--- config.mk ---
export PLATFORM = sky130hd
export DESIGN_NAME = ber_test_ctrl
export DESIGN_NICKNAME = d
export VERILOG_FILES = /design/src/rtl/ber_test_pkg.sv /design/src/rtl/ber_pair_fifo.sv /design/src/rtl/ber_test_ctrl.sv
export SDC_FILE = /design/constraint.sdc
export NUM_CORES = 1
export LEC_CHECK = 0
export CORE_AREA = 2 2 120 210
export CTS_BUF_LIST = sky130_fd_sc_hd__clkbuf_4 sky130_fd_sc_hd__clkbuf_8
export CTS_CLUSTER_SIZE = 40
export DETAILED_ROUTE_END_ITERATION = 12
export DIE_AREA = 0 0 122 212
export PLACE_DENSITY_LB_ADDON = 0.1
export SETUP_SLACK_MARGIN = 0.4
export SLEW_MARGIN = 0
export SYNTH_ARGS = -nofsm -noshare
export SYNTH_HDL_FRONTEND = slang
export SYNTH_SLANG_ARGS = --single-unit
export TNS_END_PERCENT = 1
--- constraint.sdc ---
create_clock -name CLK -period 7.47 [get_ports CLK]
set_input_delay 0.747 -clock CLK [delete_from_list [all_inputs] [get_ports CLK]]
set_output_delay 0.747 -clock CLK [all_outputs]
set_load 0.02 [all_outputs]
--- src/rtl/ber_test_pkg.sv ---
// Shared types and PRBS-8 helpers for the BER test sequencer.
package ber_test_pkg;

    typedef enum logic [1:0] {
        IDLE  = 2'd0,
        RUN   = 2'd1,
        DRAIN = 2'd2,
        DONE  = 2'd3
    } ber_state_t;

    localparam logic [7:0] LFSR_TAPS = 8'hB8;

    // Feedback is the parity of bits 7,5,4,3 shifted into bit 0.
    function automatic logic [7:0] lfsr8_next(input logic [7:0] s);
        return {s[6:0], ^(s & LFSR_TAPS)};
    endfunction

    // An all-zero LFSR would lock up, so a zero seed is replaced by 1.
    function automatic logic [7:0] lfsr8_seed(input logic [7:0] seed);
        return (seed == 8'h00) ? 8'h01 : seed;
    endfunction

endpackage

--- src/rtl/ber_pair_fifo.sv ---
// In-flight byte FIFO: holds each transmitted byte until its echo returns.
module ber_pair_fifo #(
    parameter int AW = 4
) (
    input  logic          CLK,
    input  logic          RST,
    input  logic          flush,
    input  logic          push,
    input  logic [7:0]    push_data,
    input  logic          pop,
    output logic [7:0]    head,
    output logic [AW:0]   count,
    output logic          full,
    output logic          empty
);

    localparam int DEPTH = 1 << AW;

    logic [7:0]    mem [DEPTH];
    logic [AW-1:0] wr_ptr;
    logic [AW-1:0] rd_ptr;
    logic          do_push;
    logic          do_pop;

    assign empty   = (count == '0);
    assign full    = (count == (AW+1)'(DEPTH));
    assign do_push = push && !full;
    assign do_pop  = pop && !empty;
    assign head    = mem[rd_ptr];

    always_ff @(posedge CLK or negedge RST) begin
        if (!RST) begin
            wr_ptr <= '0;
            rd_ptr <= '0;
            count  <= '0;
        end else if (flush) begin
            wr_ptr <= '0;
            rd_ptr <= '0;
            count  <= '0;
        end else begin
            if (do_push) wr_ptr <= wr_ptr + 1'b1;
            if (do_pop)  rd_ptr <= rd_ptr + 1'b1;
            if (do_push && !do_pop)
                count <= count + 1'b1;
            else if (do_pop && !do_push)
                count <= count - 1'b1;
        end
    end

    always_ff @(posedge CLK) begin
        if (do_push && !flush)
            mem[wr_ptr] <= push_data;
    end

endmodule

--- src/rtl/ber_test_ctrl.sv ---
// BER measurement sequencer: PRBS-8 burst out, echo pairing through the
// in-flight FIFO, aligned (sent, recv) pairs out to the BER accumulator.
//
//   state | meaning
//   IDLE  | waiting for start, FIFO flushed
//   RUN   | transmitting PRBS bytes, pairing returned bytes
//   DRAIN | all bytes sent, waiting for echoes or timeout
//   DONE  | one-cycle completion pulse
module ber_test_ctrl
    import ber_test_pkg::*;
#(
    parameter logic [31:0] NUM_BYTES     = 32'd1_000_000,
    parameter int          FIFO_AW       = 4,
    parameter logic [7:0]  PRBS_SEED     = 8'hFF,
    parameter logic [31:0] DRAIN_TIMEOUT = 32'd1024
) (
    input  logic        CLK,
    input  logic        RST,
    input  logic        start,
    input  logic        abort,
    input  logic        tx_ready,
    output logic        tx_valid,
    output logic [7:0]  tx_data,
    input  logic        rx_valid,
    input  logic [7:0]  rx_data,
    output logic        ber_valid,
    output logic [7:0]  ber_sent,
    output logic [7:0]  ber_recv,
    output logic        busy,
    output logic        done,
    output logic        sync_err,
    output logic [31:0] bytes_compared
);

    localparam logic [7:0] SEED = lfsr8_seed(PRBS_SEED);

    ber_state_t       state;
    ber_state_t       state_nxt;
    logic [7:0]       lfsr;
    logic [31:0]      tx_cnt;
    logic [31:0]      drain_tmr;
    logic [FIFO_AW:0] fifo_count;
    logic             fifo_full;
    logic             fifo_empty;
    logic [7:0]       fifo_head;
    logic             fifo_flush;
    logic             fifo_push;
    logic             fifo_pop;
    logic             run_start;
    logic             tx_fire;
    logic             last_byte;
    logic             rx_active;
    logic             drain_exit;

    assign run_start  = (state == IDLE) && start && !abort;
    assign tx_fire    = tx_valid && tx_ready;
    assign last_byte  = (tx_cnt == NUM_BYTES - 32'd1);
    assign rx_active  = ((state == RUN) || (state == DRAIN)) && !abort;
    assign fifo_push  = tx_fire && !abort;
    assign fifo_pop   = rx_active && rx_valid && !fifo_empty;
    assign fifo_flush = abort || run_start || (state == DONE);
    // The timeout fires on the Nth consecutive cycle without rx_valid.
    assign drain_exit = (fifo_count == '0) ||
                        (!rx_valid && (drain_tmr == DRAIN_TIMEOUT - 32'd1));

    always_comb begin
        state_nxt = state;
        tx_valid  = 1'b0;
        busy      = (state != IDLE);
        done      = 1'b0;
        unique case (state)
            IDLE:  if (start) state_nxt = RUN;
            RUN: begin
                tx_valid = !fifo_full;
                if (tx_valid && tx_ready && last_byte) state_nxt = DRAIN;
            end
            DRAIN: if (drain_exit) state_nxt = DONE;
            DONE: begin
                done      = 1'b1;
                state_nxt = IDLE;
            end
            default: state_nxt = IDLE;
        endcase
        if (abort) state_nxt = IDLE;
    end

    always_ff @(posedge CLK or negedge RST) begin
        if (!RST) state <= IDLE;
        else      state <= state_nxt;
    end

    assign tx_data = lfsr;

    always_ff @(posedge CLK or negedge RST) begin
        if (!RST) begin
            lfsr           <= SEED;
            tx_cnt         <= '0;
            drain_tmr      <= '0;
            ber_valid      <= 1'b0;
            ber_sent       <= '0;
            ber_recv       <= '0;
            sync_err       <= 1'b0;
            bytes_compared <= '0;
        end else begin
            ber_valid <= fifo_pop;
            if (fifo_pop) begin
                ber_sent <= fifo_head;
                ber_recv <= rx_data;
                if (bytes_compared != 32'hFFFF_FFFF)
                    bytes_compared <= bytes_compared + 32'd1;
            end
            if (rx_active && rx_valid && fifo_empty)
                sync_err <= 1'b1;
            if (state == DRAIN)
                drain_tmr <= rx_valid ? 32'd0 : drain_tmr + 32'd1;
            else
                drain_tmr <= '0;
            if (tx_fire) begin
                lfsr   <= lfsr8_next(lfsr);
                tx_cnt <= tx_cnt + 32'd1;
            end
            if (run_start) begin
                lfsr           <= SEED;
                tx_cnt         <= '0;
                sync_err       <= 1'b0;
                bytes_compared <= '0;
            end
        end
    end

    ber_pair_fifo #(
        .AW (FIFO_AW)
    ) u_fifo (
        .CLK       (CLK),
        .RST       (RST),
        .flush     (fifo_flush),
        .push      (fifo_push),
        .push_data (tx_data),
        .pop       (fifo_pop),
        .head      (fifo_head),
        .count     (fifo_count),
        .full      (fifo_full),
        .empty     (fifo_empty)
    );

endmodule

==> impl_metrics.csv <==
group,metric,value,unit
die,rows,76,
yosys,synthesis.nets,994,
place,port-buffer-count,74,
critical_path,worst_setup_path_end_kind,"flip-flop",
critical_path,path_common_cell,"inv_1",
clock_tree,cts_tree,"built",
routing,vias,7996,
critical_path,cpPeakStageDelay,0.92,ns
flow_run,cap_violations,0,
clock_tree,cts_resized,0,
routing,drt_wl_total,27000,um
global_route,grt_usage,0.218,
routing,drc_errors,0,
critical_path,cp-startpoint,"state[1]",
die,initial_core_util,0.494,
critical_path,critical_path_arrival,3.96,ns
place,place_area,0.0130,sq mm
pwr,switching_power,1.09,mW
critical_path,crit_chain,"inv_1 > ha_1 > inv_1 > a2111oi_0 > nand2_1 > fa_1 > a21o_1 > a21oi_1 > and3_1 > o21ai_0 > nor3b_1",
yosys,synth_cell_type_count,56,
place,detailedPlace.worstSlack,3.53,ns
min_path,hold_class,"in2async",
finish,regArea,0.00728,sq mm
critical_path,start_kind,"flip-flop",
yosys,ys_ff_latch,265,
timing,report.final.slew_viol_count,0,
clock_tree,holdBufCountCts,0,
timing,worst_slack,3.94,ns
clock_tree,post_cts.repair.setup_buffers,0,
clock_tree,cts_root_buffer,"clkbuf_8",
clock_tree,path_clk_slew,0.07,ns
pwr,max-vdd-ir-drop,155,uV
die,core-area,0.0242,sq mm
timing,min_period,3.53,ns
status,outcome,"complete, no violations",
finish,most-common-layout-cells,"edfxtp_1, dfrtp_1, nand2_1",
pwr,seq_power_share,0.489,
yosys,synthCells,963,
finish,nNetsFinal,1077,
routing,wire_per_inst,19.4,um
clock_tree,clock_latency,0.56,ns
global_route,grt_pass1_wl,43500,um
finish,stdcell_area,0.0139,sq mm
die,die_area,0.0259,sq mm
timing,worstMarginPinSlew,1.13,ns
global_route,grt_max_degree,77,
finish,layout_commonest_cell,"edfxtp_1",
pwr,p_comb_frac,0.168,
yosys,synth_area_leaders,"edfxtp_1, dfrtp_1, mux4_2",
pwr,power.internal,2.75,mW
die,dieHeight,212,um
timing,skew,0.0225,ns
yosys,synth-async-reset-ratio,0.517,
die,ios,75,
yosys,synth_warnings,0,
finish,multiInputGateArea,0.00446,sq mm
routing,ant_nets,0,
timing,setup_viol,0,
timing,setup_tns,0,ns
critical_path,critPathKind,"reg2reg",
place,gp_congestion,0.806,
die,die_w,122,um
clock_tree,h-tree-depth,2,
routing,dr.pass1.iters,5,
routing,via_per_inst,5.76,
critical_path,critPathMaxFanout,6,
global_route,antenna_found_initial,0,
yosys,netlist.area_leader.share,0.321,
critical_path,cp.required,7.90,ns
yosys,synth_edf_count,128,
clock_tree,cts_made_buffers,39,
finish,final_layout_size_suffix_gt1_frac,0.130,
pwr,power-per-cell-area,276,mW/mm^2
place,hpwl,18000,um
pwr,clkPwrFrac,0.343,
pwr,p_leak,5.14,nW
finish,synthToLayoutAreaGrowth,16.2,%
yosys,synth_area_leader_cell,"edfxtp_1",
timing,slew_headroom,0.238,
global_route,grt_pass1_vias,8118,
yosys,synth-main-ff-cell,"dfrtp_1",
finish,fin_util,0.574,
yosys,seq_area_frac_synth,0.608,
timing,clock.fmax,283,MHz
clock_tree,clockBufferDepth,3,
yosys,syn_area_per_cell,12.4,sq um
critical_path,reg2reg_from,"state[1]",
timing,rsz0062_at_grt,"false",
critical_path,crit_slowest_cell,"a2111oi_0",
pwr,netSwitchingFraction,0.285,
finish,antenna_cells,0,
global_route,overflow,0,
timing,final_hold_viol_count,0,
yosys,syn-cell-area,0.0120,sq mm
routing,drtIter0Drc,402,
clock_tree,cts.sinks,265,
timing,fin_crit_sh,0.473,
finish,fill_cells,2041,
-- synthesized netlist by cell type, types with 8 or more instances --
library cell,instances
and3_1,13
xnor2_1,26
ha_1,16
and4_1,10
mux4_2,40
nor2_1,75
or4_1,17
dfrtp_1,129
a21oi_1,41
edfxtp_1,128
inv_1,25
nand3_1,45
nand4_1,36
nor4_1,18
dfstp_2,8
o31ai_1,9
nor3_1,8
nand2_1,114
xor2_1,33
and2_1,17
o21ai_0,29
clkbuf_1,31
or3_1,25
-- sequential cells by signal (all words and copies together), names as in the netlist --
| name | flops |
|---|---|
| u_fifo.rd_ptr | 4 |
| ber_sent | 8 |
| ber_valid | 1 |
| u_fifo.mem | 128 |
| ber_recv | 8 |
| bytes_compared | 32 |
| drain_tmr | 32 |
| sync_err | 1 |
| u_fifo.wr_ptr | 4 |
| state | 2 |
| u_fifo.count | 5 |
| tx_data | 8 |
| tx_cnt | 32 |
-- final timing paths --
check                                   endpoint  slack (ns)  cells past startpoint
worst min register to register       ber_sent[0]        0.47                      2
max in group asynchronous       u_fifo.rd_ptr[0]        5.86                      2
min in group CLK                     ber_sent[0]        0.47                      2
worst max register to register   u_fifo.count[4]        3.94                     11
worst min-delay path                   tx_cnt[8]        0.25                      1
worst max-delay path             u_fifo.count[4]        3.94                     11
-- worst max-delay path: cells and delay by family (launching register included) --
| family | cells | cell delay, ns |
|---|---|---|
| simple gates | 3 | 0.72 |
| buf+inv | 2 | 0.20 |
| fa+ha+maj | 2 | 0.71 |
| flops | 1 | 0.41 |
| compound gates | 4 | 1.36 |
-- cell type report --
type,instances,share of cell area
Multi-Input combinational cell,633,0.320
Sequential cell,265,0.524
Clock buffer,56,0.0513
Timing Repair Buffer,81,0.0571
Clock inverter,15,0.0128
Inverter,26,0.00701
Tap cell,312,0.0281
-- power groups by stage --
stage / sequential (mW) / combinational (mW) / clock, mW
after floorplan: 1.92 / 0.326 / 0
after CTS: 1.89 / 0.657 / 1.35
after global routing: 1.90 / 0.713 / 1.40
after detailed placement: 1.92 / 0.653 / 0
after global placement: 1.91 / 0.647 / 0
final: 1.88 / 0.644 / 1.32
-- logic make-up (layout without fill, tap and decap cells) --
logic type                 count (synthesis)  count (layout)  synth area share
adders and majority gates                 17              17            0.0184
and+or+nand+nor                          395             395             0.169
muxes                                     49              49            0.0830
AOI/OAI and AO/OA                        113             113            0.0576
buffers and inverters                     65             178            0.0212
DFF                                      265             265             0.608
xor gates and xnor gates                  59              59            0.0432
-- metal layers --
metal | share of wire | global-route usage | up-vias | wire length [um]
li1 | - | - | 3751 | -
met1 | 0.38 | 0.247 | 3988 | 10300
met2 | 0.53 | 0.393 | 192 | 14400
met3 | 0.039 | 0.0367 | 65 | 1050
met4 | 0.046 | 0.110 | 0 | 1240
met5 | 0 | 0 | - | 0
-- stage by stage --
step           total power [mW]  instances  hold WS [ns]
6_report                   3.84       1388         0.255
5_1_grt                    4.02       1388         0.288
4_1_cts                    3.89       1388         0.256
3_5_place_dp               2.57       1317         0.461
3_3_place_gp               2.56       1317         0.457
2_1_floorplan              2.24        963         0.451
No activity file was read; power rests on OpenSTA's default activity.
